$ cat src/rtl/music_pkg.sv
// Shared types and constants for the music player: FSM states, pitch codes,
// note frequencies and the elaboration-time half-period helper.
package music_pkg;

  typedef enum logic [1:0] {ST_IDLE, ST_LOAD, ST_PLAY, ST_GAP} seq_state_t;

  localparam logic [4:0] PITCH_REST = 5'd0;
  localparam logic [4:0] PITCH_C4 = 5'd1,  PITCH_D4 = 5'd2,  PITCH_E4 = 5'd3,  PITCH_F4 = 5'd4;
  localparam logic [4:0] PITCH_G4 = 5'd5,  PITCH_A4 = 5'd6,  PITCH_B4 = 5'd7;
  localparam logic [4:0] PITCH_C5 = 5'd8,  PITCH_D5 = 5'd9,  PITCH_E5 = 5'd10, PITCH_F5 = 5'd11;
  localparam logic [4:0] PITCH_G5 = 5'd12, PITCH_A5 = 5'd13, PITCH_B5 = 5'd14;
  localparam logic [4:0] PITCH_C6 = 5'd15, PITCH_D6 = 5'd16, PITCH_E6 = 5'd17, PITCH_F6 = 5'd18;
  localparam logic [4:0] PITCH_G6 = 5'd19, PITCH_A6 = 5'd20, PITCH_B6 = 5'd21;

  // Zero entries mark rest codes (0 and 22..31).
  localparam int unsigned NOTE_HZ [32] = '{
    0,
    262, 294, 330, 349, 392, 440, 494,
    523, 587, 659, 698, 784, 880, 988,
    1047, 1175, 1319, 1397, 1568, 1760, 1976,
    0, 0, 0, 0, 0, 0, 0, 0, 0, 0
  };

  localparam int PITCH_MSB = 7;
  localparam int PITCH_LSB = 3;
  localparam int BEAT_MSB  = 2;
  localparam int BEAT_LSB  = 0;

  typedef struct packed {
    logic [4:0] pitch;
    logic [2:0] beats;
  } rom_entry_t;

  function automatic logic [31:0] half_period(input int unsigned clk_freq, input logic [4:0] code);
    if (NOTE_HZ[code] == 0) return 32'd0;
    return 32'(clk_freq / (32'd2 * NOTE_HZ[code]));
  endfunction

  function automatic logic is_rest(input logic [4:0] code);
    return (NOTE_HZ[code] == 0);
  endfunction

  function automatic logic [7:0] mk_entry(input logic [4:0] pitch, input logic [2:0] beats);
    logic [7:0] e;
    e = '0;
    e[PITCH_MSB:PITCH_LSB] = pitch;
    e[BEAT_MSB:BEAT_LSB]   = beats;
    return e;
  endfunction

endpackage

$ cat src/rtl/note_sequencer_if.sv
// Control/status bundle between the player top level and the note sequencer.
interface note_sequencer_if #(parameter int SONG_LEN = 32);
  localparam int IDX_W = $clog2(SONG_LEN);

  logic             start;
  logic             stop;
  logic             loop_en;
  logic [31:0]      cnt_max;
  logic             mute;
  logic [IDX_W-1:0] note_idx;
  logic             busy;
  logic             done;

  modport master (output start, stop, loop_en, input cnt_max, mute, note_idx, busy, done);
  modport slave  (input start, stop, loop_en, output cnt_max, mute, note_idx, busy, done);
endinterface

$ cat src/rtl/note_rom.sv
// Song ROM, 256x8, registered read (one-cycle latency).
module note_rom
  import music_pkg::*;
(
  input  logic       clk,
  input  logic       rst_n,
  input  logic [7:0] addr,
  output logic [7:0] data
);

  always_ff @(posedge clk or negedge rst_n) begin
    if (!rst_n) data <= '0;
    else begin
      case (addr)
        8'd0:    data <= mk_entry(PITCH_A4,   3'd1);
        8'd1:    data <= mk_entry(PITCH_REST, 3'd2);
        8'd2:    data <= mk_entry(PITCH_A4,   3'd1);
        8'd3:    data <= mk_entry(PITCH_A5,   3'd3);
        8'd4:    data <= mk_entry(PITCH_G5,   3'd1);
        8'd5:    data <= mk_entry(PITCH_F5,   3'd1);
        8'd6:    data <= mk_entry(PITCH_E5,   3'd2);
        8'd7:    data <= mk_entry(PITCH_D5,   3'd2);
        8'd8:    data <= mk_entry(PITCH_C5,   3'd4);
        8'd9:    data <= mk_entry(PITCH_REST, 3'd1);
        8'd10:   data <= mk_entry(PITCH_E5,   3'd1);
        8'd11:   data <= mk_entry(PITCH_G5,   3'd1);
        8'd12:   data <= mk_entry(PITCH_C6,   3'd2);
        8'd13:   data <= mk_entry(PITCH_B5,   3'd1);
        8'd14:   data <= mk_entry(PITCH_A5,   3'd1);
        8'd15:   data <= mk_entry(PITCH_G5,   3'd4);
        default: data <= mk_entry(PITCH_REST, 3'd1);
      endcase
    end
  end

endmodule

$ cat src/rtl/note_sequencer.sv
// Steps through the note ROM and drives half-period count and mute for the tone generator.
// Define NOTE_GAP_EN to append GAP_CYCLES of silence after every note.
module note_sequencer
  import music_pkg::*;
#(
  parameter int unsigned CLK_FREQ    = 50_000_000,
  parameter int unsigned BEAT_CYCLES = 12_500_000,
  parameter int unsigned GAP_CYCLES  = 500_000,
  parameter int          SONG_LEN    = 32
) (
  input logic           sys_clk,
  input logic           sys_rst_n,
  note_sequencer_if.slave bus
);

  localparam int IDX_W = $clog2(SONG_LEN);
  localparam logic [IDX_W-1:0] LAST_IDX = IDX_W'(SONG_LEN - 1);

  if (64'(BEAT_CYCLES) * 64'd7 >= 64'h1_0000_0000 || BEAT_CYCLES == 0) begin : g_beat_chk
    $error("note_sequencer: BEAT_CYCLES must be nonzero and 7*BEAT_CYCLES below 2^32");
  end
  if (SONG_LEN < 2 || SONG_LEN > 256 || GAP_CYCLES == 0) begin : g_len_chk
    $error("note_sequencer: SONG_LEN must be 2..256 and GAP_CYCLES at least 1");
  end

  // Constant per-code table; no divider is built.
  logic [31:0] tone_tab [32];
  for (genvar g = 0; g < 32; g++) begin : g_tab
    assign tone_tab[g] = half_period(CLK_FREQ, 5'(g));
  end

  seq_state_t       state;
  rom_entry_t       rom_q;
  logic [7:0]       rom_data;
  logic [IDX_W-1:0] idx_nxt;
  logic [31:0]      beat_cnt;
  logic [31:0]      beat_load;
  logic [2:0]       beats_eff;
  logic             advance;
  logic             last;
`ifdef NOTE_GAP_EN
  logic [31:0]      gap_cnt;
`endif

  // ROM is addressed with the index being written this edge so its output is valid during LOAD.
  note_rom u_rom (.clk(sys_clk), .rst_n(sys_rst_n), .addr(8'(idx_nxt)), .data(rom_data));
  assign rom_q = rom_entry_t'(rom_data);

  assign beats_eff = (rom_q.beats == 3'd0) ? 3'd1 : rom_q.beats;
  assign beat_load = 32'(beats_eff) * BEAT_CYCLES - 32'd1;
  assign last      = (bus.note_idx == LAST_IDX);

`ifdef NOTE_GAP_EN
  assign advance = (state == ST_GAP) && (gap_cnt == '0);
`else
  assign advance = (state == ST_PLAY) && (beat_cnt == '0);
`endif

  always_comb begin
    idx_nxt = bus.note_idx;
    if (!bus.stop) begin
      if (state == ST_IDLE && bus.start) idx_nxt = '0;
      else if (advance)                  idx_nxt = last ? '0 : bus.note_idx + IDX_W'(1);
    end
  end

  always_ff @(posedge sys_clk or negedge sys_rst_n) begin
    if (!sys_rst_n) begin
      state        <= ST_IDLE;
      bus.cnt_max  <= '0;
      bus.mute     <= 1'b1;
      bus.note_idx <= '0;
      bus.busy     <= 1'b0;
      bus.done     <= 1'b0;
      beat_cnt     <= '0;
`ifdef NOTE_GAP_EN
      gap_cnt      <= '0;
`endif
    end else begin
      bus.done     <= 1'b0;
      bus.note_idx <= idx_nxt;
      if (bus.stop) begin
        state       <= ST_IDLE;
        bus.cnt_max <= '0;
        bus.mute    <= 1'b1;
        bus.busy    <= 1'b0;
        beat_cnt    <= '0;
`ifdef NOTE_GAP_EN
        gap_cnt     <= '0;
`endif
      end else if (advance) begin
        bus.cnt_max <= '0;
        bus.mute    <= 1'b1;
        if (last && !bus.loop_en) begin
          state    <= ST_IDLE;
          bus.busy <= 1'b0;
          bus.done <= 1'b1;
        end else begin
          state <= ST_LOAD;
        end
      end else begin
        case (state)
          ST_IDLE: if (bus.start) begin
            state    <= ST_LOAD;
            bus.busy <= 1'b1;
          end
          ST_LOAD: begin
            state       <= ST_PLAY;
            bus.cnt_max <= tone_tab[rom_q.pitch];
            bus.mute    <= is_rest(rom_q.pitch);
            beat_cnt    <= beat_load;
          end
          ST_PLAY: begin
`ifdef NOTE_GAP_EN
            if (beat_cnt == '0) begin
              state       <= ST_GAP;
              bus.cnt_max <= '0;
              bus.mute    <= 1'b1;
              gap_cnt     <= 32'(GAP_CYCLES - 1);
            end else begin
              beat_cnt <= beat_cnt - 32'd1;
            end
`else
            beat_cnt <= beat_cnt - 32'd1;
`endif
          end
`ifdef NOTE_GAP_EN
          ST_GAP:  gap_cnt <= gap_cnt - 32'd1;
`endif
          default: state <= ST_IDLE;
        endcase
      end
    end
  end

endmodule

$ cat src/flat_wrapper.sv
// flat-port wrapper written by rule: the top's interface ports become plain ports
module note_sequencer_flat import music_pkg::*;
#(
  parameter int unsigned CLK_FREQ    = 50_000_000,
  parameter int unsigned BEAT_CYCLES = 12_500_000,
  parameter int unsigned GAP_CYCLES  = 500_000,
  parameter int          SONG_LEN    = 32
)
  (sys_clk, sys_rst_n, bus_start, bus_stop, bus_loop_en, bus_cnt_max, bus_mute, bus_note_idx, bus_busy, bus_done);
  note_sequencer_if #(.SONG_LEN(SONG_LEN)) bus_i ();
  input logic sys_clk;
  input logic sys_rst_n;
  input wire logic [$bits(bus_i.start)-1:0] bus_start;
  input wire logic [$bits(bus_i.stop)-1:0] bus_stop;
  input wire logic [$bits(bus_i.loop_en)-1:0] bus_loop_en;
  output wire logic [$bits(bus_i.cnt_max)-1:0] bus_cnt_max;
  output wire logic [$bits(bus_i.mute)-1:0] bus_mute;
  output wire logic [$bits(bus_i.note_idx)-1:0] bus_note_idx;
  output wire logic [$bits(bus_i.busy)-1:0] bus_busy;
  output wire logic [$bits(bus_i.done)-1:0] bus_done;
  assign bus_i.start = bus_start;
  assign bus_i.stop = bus_stop;
  assign bus_i.loop_en = bus_loop_en;
  assign bus_cnt_max = bus_i.cnt_max;
  assign bus_mute = bus_i.mute;
  assign bus_note_idx = bus_i.note_idx;
  assign bus_busy = bus_i.busy;
  assign bus_done = bus_i.done;
  note_sequencer #(.CLK_FREQ(CLK_FREQ), .BEAT_CYCLES(BEAT_CYCLES), .GAP_CYCLES(GAP_CYCLES), .SONG_LEN(SONG_LEN)) u_core (.sys_clk(sys_clk), .sys_rst_n(sys_rst_n), .bus(bus_i));
endmodule
$ cat config.mk
export PLATFORM = sky130hd
export DESIGN_NAME = note_sequencer_flat
export DESIGN_NICKNAME = d
export VERILOG_FILES = /design/src/rtl/music_pkg.sv /design/src/rtl/note_sequencer_if.sv /design/src/rtl/note_rom.sv /design/src/rtl/note_sequencer.sv /design/src/flat_wrapper.sv
export SDC_FILE = /design/constraint.sdc
export NUM_CORES = 1
export LEC_CHECK = 0
export BUFFER_PORTS_ARGS = -buffer_cell sky130_fd_sc_hd__buf_2
export CORE_MARGIN = 5
export CORE_UTILIZATION = 57
export DETAILED_ROUTE_END_ITERATION = 12
export PLACE_DENSITY = 0.77
export SYNTH_ARGS = -nofsm -noshare
export SYNTH_HDL_FRONTEND = slang
export SYNTH_HIERARCHICAL = 1
export SYNTH_SLANG_ARGS = --single-unit
export TNS_END_PERCENT = 5
$ cat constraint.sdc
create_clock -name sys_clk -period 4.5 [get_ports sys_clk]
set_input_delay 0.45 -clock sys_clk [delete_from_list [all_inputs] [get_ports sys_clk]]
set_output_delay 0.45 -clock sys_clk [all_outputs]
set_load 0.005 [all_outputs]
## Word-level counts from Yosys, hierarchy flattened

Memory sizes are Yosys's and may differ from the RTL's.
Cells that the tools add are included.

| cells by class | value |
|---|---|
| add/subtract/negate cells | 3 |
| multiply operators | 1 |
| magnitude comparators | 1 |
| equality and inequality tests | 7 |
| multiplexer cells | 32 |
| bitwise gates (word level) | 1 |
| reduce and logical (&&, ||, !) cells | 16 |

Operator list:

| kind | count |
|---|---|
| $mux 32 | 9 |
| $logic_not 32->1 | 2 |
| $pmux 32 s2 | 1 |
| $sub 32x1->32 const B | 1 |
| $sub 27x1->28 const B | 1 |
| $mul 3x19->22 const B | 1 |
| $mux 5 | 4 |
| $mux 1 | 12 |
| $reduce_bool 3->1 | 4 |
| $mux 8 | 1 |
| $ge 6x6->1 const B | 1 |
| $mux 2 | 3 |
| $not 5->6 | 1 |
| $pmux 2 s3 | 1 |
| $add 5x1->5 const B | 1 |
| $eq 5x5->1 const B | 1 |
| $logic_not 4->1 | 1 |
| $ne 4x3->1 const B | 1 |
| $reduce_and 2->1 | 2 |
| $logic_and 1x1->1 | 3 |
| $logic_not 3->1 | 1 |
| $mux 3 | 1 |
| $ne 3x2->1 const B | 1 |
| $ne 3x3->1 const B | 1 |
| 6 further kinds | 6 |

| storage, ports and cells | value |
|---|---|
| bits in registers | 82 |
| bits in read-only memories | 2160 |
| input port bits | 5 |
| output and inout bits | 40 |
| logic and storage cells | 72 |
| memories | 3 |

Memory list:

| memory | depth | width | read ports | clocked after Yosys merged registers in | wr ports | RTL line | text |
|---|---|---|---|---|---|---|---|
| (name not given) | 32 | 32 | 1 | 0 | 0 | note_sequencer.sv:109 | `bus.cnt_max <= tone_tab[rom_q.pitch];` |
| (name not given) | 32 | 32 | 1 | 0 | 0 | music_pkg.sv:40 | `return (NOTE_HZ[code] == 0);` |
| (name not given) | 16 | 7 | 1 | 0 | 0 | note_rom.sv:14 | `case (addr)` |

## Depth between registers and ports, before layout

| depth | value |
|---|---|
| depth after elaboration | 8 |
| gate-level depth with buffers | 15 |

## Modules after synthesis

The synthesis kept the hierarchy.

By module, submodules not included:

| module | times used | cells an instance | area each (µm²) |
|---|---|---|---|
| note_sequencer | 1 | 603 | 4822.1 |
| note_rom | 1 | 45 | 431.7 |

## Least setup slack after synthesis

Ideal clock, no wire load.

| path | value |
|---|---|
| path kind | register to register |
| start | register u_core.u_rom.data[1] |
| end | register u_core.beat_cnt[29] |
| data arrival time | 3.182 ns |
| slack | 1.255 ns |
| stages on the path, launching flop included | 16 |
| buffers on the path | 0 |
| clock period less this slack | 3.245 ns |
| cells stage by stage | dfrtp_1 inv_1 a21oi_1 inv_1 ha_1 ha_1 inv_1 fa_1 nand2b_1 a211oi_1 o21ai_0 xor2_1 and4b_1 nand4_2 a22oi_1 a21o_1 |

| on the way | value |
|---|---|
| word-level cells in the longest chain between the ends | 7 |

Ends and longest elaborated chain:

| element | RTL line | text |
|---|---|---|
| from (decl) | note_rom.sv:8 | `output logic [7:0] data` |
| from (signal assigned) | note_rom.sv:15 | `8'd0: data <= mk_entry(PITCH_A4, 3'd1);` |
| from (signal assigned) | note_rom.sv:16 | `8'd1: data <= mk_entry(PITCH_REST, 3'd2);` |
| from (signal assigned) | note_rom.sv:17 | `8'd2: data <= mk_entry(PITCH_A4, 3'd1);` |
| $logic_not 3->1 | note_sequencer.sv:49 | `assign beats_eff = (rom_q.beats == 3'd0) ? 3'd1 : rom_q.beats;` |
| $mux 3 (*) | note_sequencer.sv:49 |  |
| $mul 3x19->22 (*) | note_sequencer.sv:50 | `assign beat_load = 32'(beats_eff) * BEAT_CYCLES - 32'd1;` |
| $sub 27x1->28 (*) | note_sequencer.sv:50 |  |
| $pmux 32 s2 (*) | note_sequencer.sv:102 | `case (state)` |
| $mux 32 (*) | note_sequencer.sv:91 | `end else if (advance) begin` |
| $mux 32 (*) | note_sequencer.sv:82 | `if (bus.stop) begin` |
| to (signal assigned) | note_sequencer.sv:111 | `beat_cnt <= beat_load;` |
| to (signal assigned) | note_sequencer.sv:124 | `beat_cnt <= beat_cnt - 32'd1;` |
| to (decl) | note_sequencer.sv:36 | `logic [31:0] beat_cnt;` |

Mark *: on every way between the ends. The rest lies on a longest branch, timed or not. The select of a mux whose other input is x is not followed.
A chain may end at the register's enable or synchronous reset.

## Worst setup path in the final report

Same ends and word-level chain as after synthesis.

==> impl_results.md <==
* Result of the run: finished, final reports clean
* Share of layout cells above drive strength 1 at between 10 and 15%
* Clk slew on worst S/H paths at around 0.090 ns
* Largest stage delay, worst path at 0.42 ns
* Number of setup buffers added after CTS at 0
* CTS tree: yes
* Met1 WL at 6.12 mm
* Fin. max-slew vios at 0
* Worst setup SP type: flip-flop
* Die width at between 100 and 150 um
* DP HPWL at slightly below 10 mm
* Max H-tree Level at 3
* DR top layer: met4
* Crit-path most repeated cell: inv_1
* Synth cell types at between 80 and 90
* Int Pwr at ~0.0012 W
* Final setup fails at 0
* Fin crit share at 85.2%
* GRT Util Overall at roughly 25%
* Hold crit path type: in2async
* Sequential power share at between 30% and 40%
* Post-synth top cells: nor2_1 (82), dfrtp_1 (65), o21ai_0 (63), nand2_1 (47), a21oi_1 (46)
* Sw Ratio at between 30% and 40%
* Drt pass-1 iters at 5
* Largest net degree at the start of global routing at 39
* ANT cells at 0
* Clock power frac at 30.9%
* Final wirelength at 13.7 mm
* Drt drc at 0
* Via count of the first global-routing pass at approximately 4600
* Crit Path Class: reg2reg
* Layout area overhead at 6.03%
* First-pass GRT wire length at between 20 and 25 mm
* Post-synth top area share at a little under a third
* Top-count cell post-synth: nor2_1
* Final net count at approximately 700
* Slew margin rel. at between 30% and 40%
* CTS Root Cell: clkbuf_8
* DP Worst Slack at between 0.7 and 0.8 ns
* Critical path, cell by cell: inv_1 > a21oi_1 > inv_1 > ha_1 > ha_1 > inv_1 > fa_1 > nand2b_1 > a211oi_1 > o21ai_0 > xor2_1 > and4b_1 > nand4_2 > a22oi_1 > a21o_1
* TritonCTS Sinks at 66
* Die area at between 10000 and 15000 um^2
* Clk_skew at ~0.021 ns
* Synth Cell Area at between 5000 and 6000 um^2
* Core area at slightly above 9000 um^2
* NetSw at approximately 0.00067 W
* Crit path max-delay family: adder cells
* CP Data Required Time at ~4.8 ns
* DR vias at about 5000
* Yosys warning count at 6
* Row cnt at 35
* Setup ws final at roughly 0.67 ns
* Worst Path Arrival at 4.12 ns
* Seq/Total Area, Yosys at a little under a third
* Fin crit period at approximately 3.8 ns
* Number of top-level pins at 45
* Total grt overflow at 0
* Iteration-0 DRC count of the detailed router at 423
* Flops & latches, synth at 66
* Post-synthesis cell count at ~650
* VDD IR-drop max at between 0.2 and 0.25 mV
* Avg Inst Size Synth at about 8.1 um^2
* Final Hold Violating Endpoints at 0
* Critical Path Sink Type: flip-flop
* Die H at ~110 um
* Power Total at 0.00182 W
* WL met2 at roughly 6.3 mm
* Worst-skew pair later-pin latency at 0.35 ns
* P_leak at around 2.5 nW
* CTS max path bufs at 2
* Most used flip-flop cell after synthesis: dfrtp_1
* GP Congestion at slightly above 0.9
* Fillers at between 700 and 800
* Gate power share at between 30% and 40%
* Number of synthesized flops with an enable pin at 0
* Initial Util at between 50% and 60%
* Largest fanout on the critical path at 5
* RSZ-0062 raised after global routing: false
* F_max at around 260 MHz
* Vias/cell at 6.44
* CTS resizes at 0
* Port Buf Inserts at 29
* Worst-Margin Slew at between 0.9 and 1 ns
* Max stage delay cell, worst path: dfrtp_1
* Power per cell area at roughly 330 nW/um^2
* Avg WL per Cell at 17.7 um
* DRT antenna net count at 0
* CTS Hold Bufs at 0
* Total negative slack at 0 ns
* Worst path buffer plus inverter count at 3
* CTS buffer count at 9
* Max-Cap Viols at 0
* Initial antenna violation count at 0
* Area leader, netlist: dfrtp_1
* Ranking of synthesized cells by area: dfrtp_1 (31%), ha_1 (7.6%), o21ai_0 (6.0%), nor2_1 (5.9%), a21oi_1 (4.4%)
* Routed length on met3 at between 1 and 1.5 mm
* Asr flop ratio synth at 100%
layout by cell type (no fill, tap or decap), types with 14 or more instances in the layout:
cell type / count
nor2_1: 82
ha_1: 32
dfrtp_1: 65
nand3_1: 20
a22o_1: 14
inv_1: 22
o21ai_0: 63
a21oi_1: 46
conb_1: 19
buf_2: 29
nand2_1: 47
nor3_1: 21
per-layer routing:
metal / track usage, % / up-vias
met3: 3.58 / 21
li1: - / 2351
met2: 38.9 / 240
met1: 35.9 / 2384
met5: 0 / -
met4: 7.68 / 0
layout make-up:
class	instances	area, um^2	area share, %
clock inverter	6	90.1	1.62
timing repair buffer	33	175	3.14
multi-input combinational	526	3300	59.2
tap	111	139	2.49
sequential	66	1650	29.7
inverter	24	90.1	1.62
clock buffer	10	128	2.29
cell families after synthesis:
logic type               count (synthesis)  share of synthesized area (%)
AO/OA/AOI/OAI                          213                           26.0
XOR/XNOR                                12                           2.00
other                                    2                          0.143
adder cells (fa/ha/maj)                 33                           8.00
buffers and inverters                   73                           7.03
flip-flops                              66                           31.5
AND/OR/NAND/NOR                        244                           24.4
multiplexers                             5                           1.00
per-stage QoR:
stage / instance area, um^2 / cells / hold slack, ns / util, %
final: 5570 / 776 / 0.208 / 61.2
after global routing: 5570 / 776 / 0.279 / 61.2
after CTS: 5570 / 776 / 0.233 / 61.2
after detailed placement: 5350 / 760 / 0.490 / 58.8
after global placement: 5350 / 760 / 0.470 / 58.8
after floorplan: 5320 / 665 / 0.154 / -
worst register-to-register path: stages (launching register included):
cell and delay, ns:
dfrtp_1 0.42, inv_1 0.12, a21oi_1 0.35, inv_1 0.15, ha_1 0.37, ha_1 0.25
inv_1 0.07, fa_1 0.42, nand2b_1 0.23, a211oi_1 0.22, o21ai_0 0.12, xor2_1 0.23
and4b_1 0.30, nand4_2 0.20, a22oi_1 0.23, a21o_1 0.10
power groups by stage:
stage	clock network [W]	registers, W	logic [W]
global route	0.000605	0.000716	0.000611
global placement	0	0.000714	0.000530
detailed placement	0	0.000716	0.000538
finish	0.000565	0.000707	0.000554
CTS	0.000574	0.000705	0.000541
floorplan	0	0.000693	0.000437
final timing paths:
check                                       from               endpoint  slack (ns)  cells after the start
max                         u_core/u_rom/data[1]    u_core/beat_cnt[29]        0.67                     15
min                                    sys_rst_n    u_core/beat_cnt[23]        0.21                      1
max reg2reg                 u_core/u_rom/data[1]    u_core/beat_cnt[29]        0.67                     15
min reg2reg                u_core/bus.cnt_max[5]  u_core/bus.cnt_max[5]        0.49                      2
max in group asynchronous              sys_rst_n        u_core/bus.mute        3.34                      2
min in group sys_clk                 bus_loop_en        u_core/bus.done        0.43                      3
state kept, by name, summed over array words and instances, names as in the netlist:
signal,flops
u_core/bus.mute,1
u_core/bus.note_idx,5
u_core/bus.done,1
u_core/u_rom/data,7
u_core/bus.cnt_max,17
u_core/beat_cnt,32
u_core/bus.busy,1
u_core/state,2
(Power assumes the default switching activity.)
